==> src/rtl/wash_cycle_ctrl.sv <==
// Washing-machine cycle sequencer: IDLE -> LOAD -> WASH -> RINSE -> SPIN -> DONE -> IDLE.
// Latency: start accepted -> LOAD next clock; each phase lasts D*TICK_DIV clocks (1 clock if D=0).
// Backpressure: none; optional pause hold of the running phase when WASH_PAUSE_EN is defined.
module wash_cycle_ctrl #(
  parameter int TICK_DIV = 4,
  parameter int MAX_LOAD = 20
) (
  input  logic       clk,
  input  logic       rst,
  input  logic       start,
  input  logic       abort,
  input  logic       pause,
  input  logic [1:0] mode,
  input  logic [4:0] wash_in,
  input  logic [4:0] rinse_in,
  input  logic [4:0] spin_in,
  input  logic [4:0] cloth_in,
  output logic       rd_en,
  output logic [1:0] mode_sel,
  output logic [2:0] phase,
  output logic [4:0] remaining,
  output logic       wash_on,
  output logic       rinse_on,
  output logic       spin_on,
  output logic       busy,
  output logic       done,
  output logic       err
);

  typedef enum logic [2:0] {
    ST_IDLE  = 3'd0,
    ST_LOAD  = 3'd1,
    ST_WASH  = 3'd2,
    ST_RINSE = 3'd3,
    ST_SPIN  = 3'd4,
    ST_DONE  = 3'd5
  } state_t;

  localparam logic [7:0] PRESC_LAST = 8'(TICK_DIV - 1);

  state_t     state_q, state_d;
  logic [4:0] rem_q, rem_d;
  logic [7:0] presc_q, presc_d;
  logic [1:0] mode_sel_q, mode_sel_d;
  logic [4:0] rinse_q, rinse_d;
  logic [4:0] spin_q, spin_d;
  logic       err_q, err_d;

  logic       in_run;
  logic       pause_hold;
  logic       phase_end;
  logic       cloth_bad;

  assign in_run = (state_q == ST_WASH) || (state_q == ST_RINSE) || (state_q == ST_SPIN);

`ifdef WASH_PAUSE_EN
  assign pause_hold = pause && in_run;
`else
  // pause is accepted on the port but has no effect in this build
  logic pause_unused;
  assign pause_unused = pause;
  assign pause_hold   = 1'b0;
`endif

  // A zero-duration phase ends after its single clock; otherwise end on the last prescaler
  // clock of the final tick, i.e. the clock where remaining would reach 0.
  assign phase_end = (rem_q == 5'd0) || ((presc_q == PRESC_LAST) && (rem_q == 5'd1));

  // The load check uses the bank data present on the capture edge itself.
  assign cloth_bad = (cloth_in == 5'd0) || (32'(cloth_in) > MAX_LOAD);

  // Next-state logic: abort beats everything except reset, pause freezes run phases.
  always_comb begin
    state_d    = state_q;
    rem_d      = rem_q;
    presc_d    = presc_q;
    mode_sel_d = mode_sel_q;
    rinse_d    = rinse_q;
    spin_d     = spin_q;
    err_d      = err_q;

    if (abort && (state_q != ST_IDLE)) begin
      state_d = ST_IDLE;
      rem_d   = 5'd0;
      presc_d = 8'd0;
    end else begin
      case (state_q)
        ST_IDLE: begin
          if (start && !abort) begin
            state_d    = ST_LOAD;
            mode_sel_d = mode;
            err_d      = 1'b0;
          end
        end
        ST_LOAD: begin
          // Wash duration goes straight into remaining; later phases come from the captures.
          rinse_d = rinse_in;
          spin_d  = spin_in;
          presc_d = 8'd0;
          if (cloth_bad) begin
            state_d = ST_DONE;
            rem_d   = 5'd0;
            err_d   = 1'b1;
          end else begin
            state_d = ST_WASH;
            rem_d   = wash_in;
          end
        end
        ST_WASH, ST_RINSE, ST_SPIN: begin
          if (!pause_hold) begin
            if (phase_end) begin
              presc_d = 8'd0;
              case (state_q)
                ST_WASH: begin
                  state_d = ST_RINSE;
                  rem_d   = rinse_q;
                end
                ST_RINSE: begin
                  state_d = ST_SPIN;
                  rem_d   = spin_q;
                end
                default: begin
                  state_d = ST_DONE;
                  rem_d   = 5'd0;
                end
              endcase
            end else if (presc_q == PRESC_LAST) begin
              presc_d = 8'd0;
              rem_d   = rem_q - 5'd1;
            end else begin
              presc_d = presc_q + 8'd1;
            end
          end
        end
        ST_DONE: begin
          state_d = ST_IDLE;
          rem_d   = 5'd0;
        end
        default: begin
          state_d = ST_IDLE;
          rem_d   = 5'd0;
          presc_d = 8'd0;
        end
      endcase
    end
  end

  // State register with synchronous reset.
  always_ff @(posedge clk) begin
    if (rst) begin
      state_q    <= ST_IDLE;
      rem_q      <= 5'd0;
      presc_q    <= 8'd0;
      mode_sel_q <= 2'd0;
      rinse_q    <= 5'd0;
      spin_q     <= 5'd0;
      err_q      <= 1'b0;
    end else begin
      state_q    <= state_d;
      rem_q      <= rem_d;
      presc_q    <= presc_d;
      mode_sel_q <= mode_sel_d;
      rinse_q    <= rinse_d;
      spin_q     <= spin_d;
      err_q      <= err_d;
    end
  end

  // Outputs decode the current state; actuators need a nonzero phase and no pause hold.
  always_comb begin
    phase     = state_q;
    remaining = rem_q;
    mode_sel  = mode_sel_q;
    err       = err_q;
    rd_en     = (state_q == ST_LOAD);
    busy      = (state_q != ST_IDLE);
    done      = (state_q == ST_DONE);
    wash_on   = (state_q == ST_WASH)  && (rem_q != 5'd0) && !pause_hold;
    rinse_on  = (state_q == ST_RINSE) && (rem_q != 5'd0) && !pause_hold;
    spin_on   = (state_q == ST_SPIN)  && (rem_q != 5'd0) && !pause_hold;
  end

endmodule

==> config.mk <==
export PLATFORM = sky130hd
export DESIGN_NAME = wash_cycle_ctrl
export DESIGN_NICKNAME = d
export VERILOG_FILES = /design/src/rtl/wash_cycle_ctrl.sv
export SDC_FILE = /design/constraint.sdc
export NUM_CORES = 1
export LEC_CHECK = 0
export ABC_AREA = 0
export BUFFER_PORTS_ARGS = -buffer_cell sky130_fd_sc_hd__buf_2
export CAP_MARGIN = 20
export CORE_MARGIN = 1.5
export CORE_UTILIZATION = 45
export DETAILED_ROUTE_END_ITERATION = 7
export PLACE_DENSITY_LB_ADDON = 0.2
export RECOVER_POWER = 25
export SYNTH_ARGS = -nofsm -noshare
export SYNTH_HDL_FRONTEND = slang
export SYNTH_SLANG_ARGS = --single-unit
export TNS_END_PERCENT = 50
==> constraint.sdc <==
create_clock -name clk -period 2.1 [get_ports clk]
set_clock_uncertainty 0.2 [all_clocks]
set_input_delay 0.42 -clock clk [delete_from_list [all_inputs] [get_ports clk]]
set_output_delay 0.42 -clock clk [all_outputs]
set_load 0.02 [all_outputs]
==> results.yml <==
outcome:
  status: "complete, no violations"
die:
  rows: 21
  start_util_pct: 47.36
  fp.dieW_um: 62.73
  die_height_um: 62.73
  pin_count: 44
  coreArea_um2: 3390
  dieArea_um2: 3934
synth:
  ys_ff_latch: 29
  synth-seq-area-share_pct: 36.17
  syn_inst: 196
  ys_warn_count: 0
  yosys.area.top_type_share_pct: 36.17
  synth-edff-count: 0
  synth.avg_cell_area_um2: 8.190
  synth_area_um2: 1605
  synthArstFlopShare_pct: 0
  synth.area.top_cells: "dfxtp_1, nand2_1, nor2_1"
  syn-num-nets: 226
  synth_top_area_cell: "dfxtp_1"
  ys_types: 49
  ys.flop_type: "dfxtp_1"
clocking:
  hold_buffers: 0
  clock_sinks: 29
  cts.reportedPaths.clkPinSlew_ps: 110
  cts_tree: "yes"
  clk_path_buf_depth: 2
  clk_latency_ps: 350
  cts_inserted_buffers: 5
  htreeDepth: 2
  root_buffer: "clkbuf_4"
finish:
  final_util_pct: 65.45
  num-nets-final: 296
  drive_above_1_share_pct: 38.58
  n_antenna_cell: 0
  syn2layout_area_growth_pct: 38.19
  finalNonFillerCells: 313
grt:
  grt_pass1_wl_um: 6589
  grt_pass1_vias: 1533
  track_usage_pct: 21.15
  antenna_found_initial: 0
  grt_max_degree: 18
  grt_overflow_total: 0
detailed_routing:
  routed_wl_um: 3937
  drt_pass1_iterations: 4
  wl_per_cell_um: 12.58
  drtAntennaViolNets: 0
  via_per_inst: 5.220
  num_vias: 1634
  drt-initial-drc-count: 75
  drc: 0
placement:
  dp_cells: 300
  dp_hpwl_um: 2932
  io_buffers: 42
  gp_congestion: 0.8055
sta:
  tightest_slew_ps: 430.9
  drv_slew: 0
  fmax_ghz: 0.4875
  slew_headroom_pct: 71.06
  rsz0062_at_grt: "yes"
  setup_viol: 0
  period_minus_slack_ps: 2051
  finalHoldViolations: 0
  fin_crit_sh_pct: 97.68
critical_path:
  arrival_ps: 1430
  path_max_fanout: 2
  startpoint_type: "flip-flop"
  crit_slowest_cell: "dfxtp_2"
  path_cells: "inv_2, ha_4, and2_4, nand2b_4, nor3_4, buf_6"
  critical_path_class: "reg -> out"
  crit_required_ps: 1480
  endpoint_kind: "primary output"
  max_stage_delay_ps: 350
power_and_ir_drop:
  power_density_nw_per_um2: 1028
  p_leak_nw: 0.9233
  ir_worst_vdd_mv: 0.5649
hold_path:
  hold_path_class: "in -> reg"
run:
  max_cap_viol_count: 0
==> flip-flops by register name, indices dropped and copies added, names as in the netlist <==
| name | cells |
|---|---|
| err | 1 |
| mode_sel | 2 |
| phase | 3 |
| presc_q | 8 |
| remaining | 5 |
| rinse_q | 5 |
| spin_q | 5 |
==> cell type report <==
class	count	area, µm²
Inverter	9	33.78
Multi-Input combinational cell	151	1022
Tap cell	46	57.56
Clock buffer	5	37.54
Sequential cell	29	599.3
Clock inverter	3	46.29
Timing Repair Buffer	70	421.7
Fill cell	297	1171
==> Yosys cell counts (2+ instances only) <==
master	instances
nand3_1	2
dfxtp_1	29
nor3_4	2
or3b_2	2
buf_2	2
nor3_1	4
mux2i_1	7
clkbuf_1	3
a22oi_1	4
o22ai_1	2
o2111ai_1	2
nand2b_1	3
ha_1	3
o21ai_0	9
nor2_1	22
xor2_1	6
inv_1	9
xnor2_1	2
nand4_1	4
or4_1	2
o21a_1	4
nand2_1	31
a21oi_1	16
==> layer usage <==
layer  up-vias  wire length [µm]  global-route usage, %
li1        836                 -                      -
met1       756              1785                  25.90
met2        37              1924                  35.08
met3         5               192                  6.126
met4         0                34                  8.056
met5         -                 0                      0
==> power by group <==
| group | total, mW | switching, mW | leakage (nW) | internal, mW |
|---|---|---|---|---|
| logic | 1.11 | 0.628 | 0.642 | 0.483 |
| registers | 0.704 | 0.0709 | 0.240 | 0.633 |
| clock network | 0.467 | 0.215 | 0.0414 | 0.252 |
==> what timing repair did <==
item / 4_1_cts / 5_1_grt
gates resized for setup: 17 / 15
setup buffers: 5 / 0
gates cloned: 0 / 0
endpoints found under the hold margin: 0 / 0
pin swaps: 0 / 4
endpoints found under the setup margin: 5 / 18
==> logic make-up after synthesis <==
| family | after synthesis | synth area share [%] |
|---|---|---|
| AND/OR/NAND/NOR | 83 | 27.28 |
| multiplexers | 8 | 5.066 |
| AO/OA/AOI/OAI | 49 | 20.50 |
| XOR/XNOR | 8 | 4.365 |
| buffers and inverters | 16 | 4.286 |
| flip-flops | 29 | 36.17 |
| adder cells (fa/ha/maj) | 3 | 2.339 |
==> path summary, 6_finish.rpt <==
kind / from / to / slack [ps] / cells past startpoint
max: remaining[1] / wash_on / 50 / 6
min: rinse_in[4] / rinse_q[4] / 100 / 3
max reg2reg: presc_q[0] / phase[2] / 80 / 6
min reg2reg: rinse_q[2] / rinse_q[2] / 260 / 2
==> critical path: cells and delay by family, from the launching register on <==
kind / cells / cell delay, ps
buffers and inverters: 2 / 190
AND/OR/NAND/NOR: 3 / 400
flip-flops: 1 / 350
adder cells (fa/ha/maj): 1 / 150
==> per-stage QoR <==
stage	total power [mW]	setup slack [ps]	area, µm²	hold slack, ps	setup TNS, ps
after CTS	2.252	-23.52	2180	93.54	-23.52
after floorplan	1.328	-17.57	1610	232.9	-17.57
final	2.281	48.62	2218	96.64	0
after global placement	1.713	31.33	2016	241.8	0
after detailed placement	1.719	13.94	2016	246.3	0
after global routing	2.440	-37.30	2218	86.52	-89.20
==> placed cells by master, fill, tap and decap left out, types with 2 or more instances in the layout <==
| cell type | count |
|---|---|
| dfxtp_4 | 3 |
| nor3_4 | 4 |
| or3b_4 | 2 |
| buf_2 | 34 |
| clkbuf_4 | 5 |
| xnor2_1 | 2 |
| nand4_1 | 4 |
| mux2i_1 | 7 |
| buf_4 | 29 |
| a22oi_1 | 4 |
| nor3_1 | 2 |
| dfxtp_2 | 6 |
| or4_1 | 2 |
| nand3_1 | 2 |
| inv_1 | 6 |
| nand2_1 | 31 |
| nor2_2 | 2 |
| xor2_1 | 6 |
| o21ai_0 | 9 |
| o22ai_1 | 2 |
| dfxtp_1 | 20 |
| nand2b_1 | 2 |
| inv_2 | 3 |
| clkbuf_1 | 6 |
| a21oi_1 | 16 |
| o21a_1 | 4 |
| ha_1 | 2 |
| o2111ai_1 | 2 |
| nor2_1 | 20 |
No activity file was read; power rests on OpenSTA's default activity.
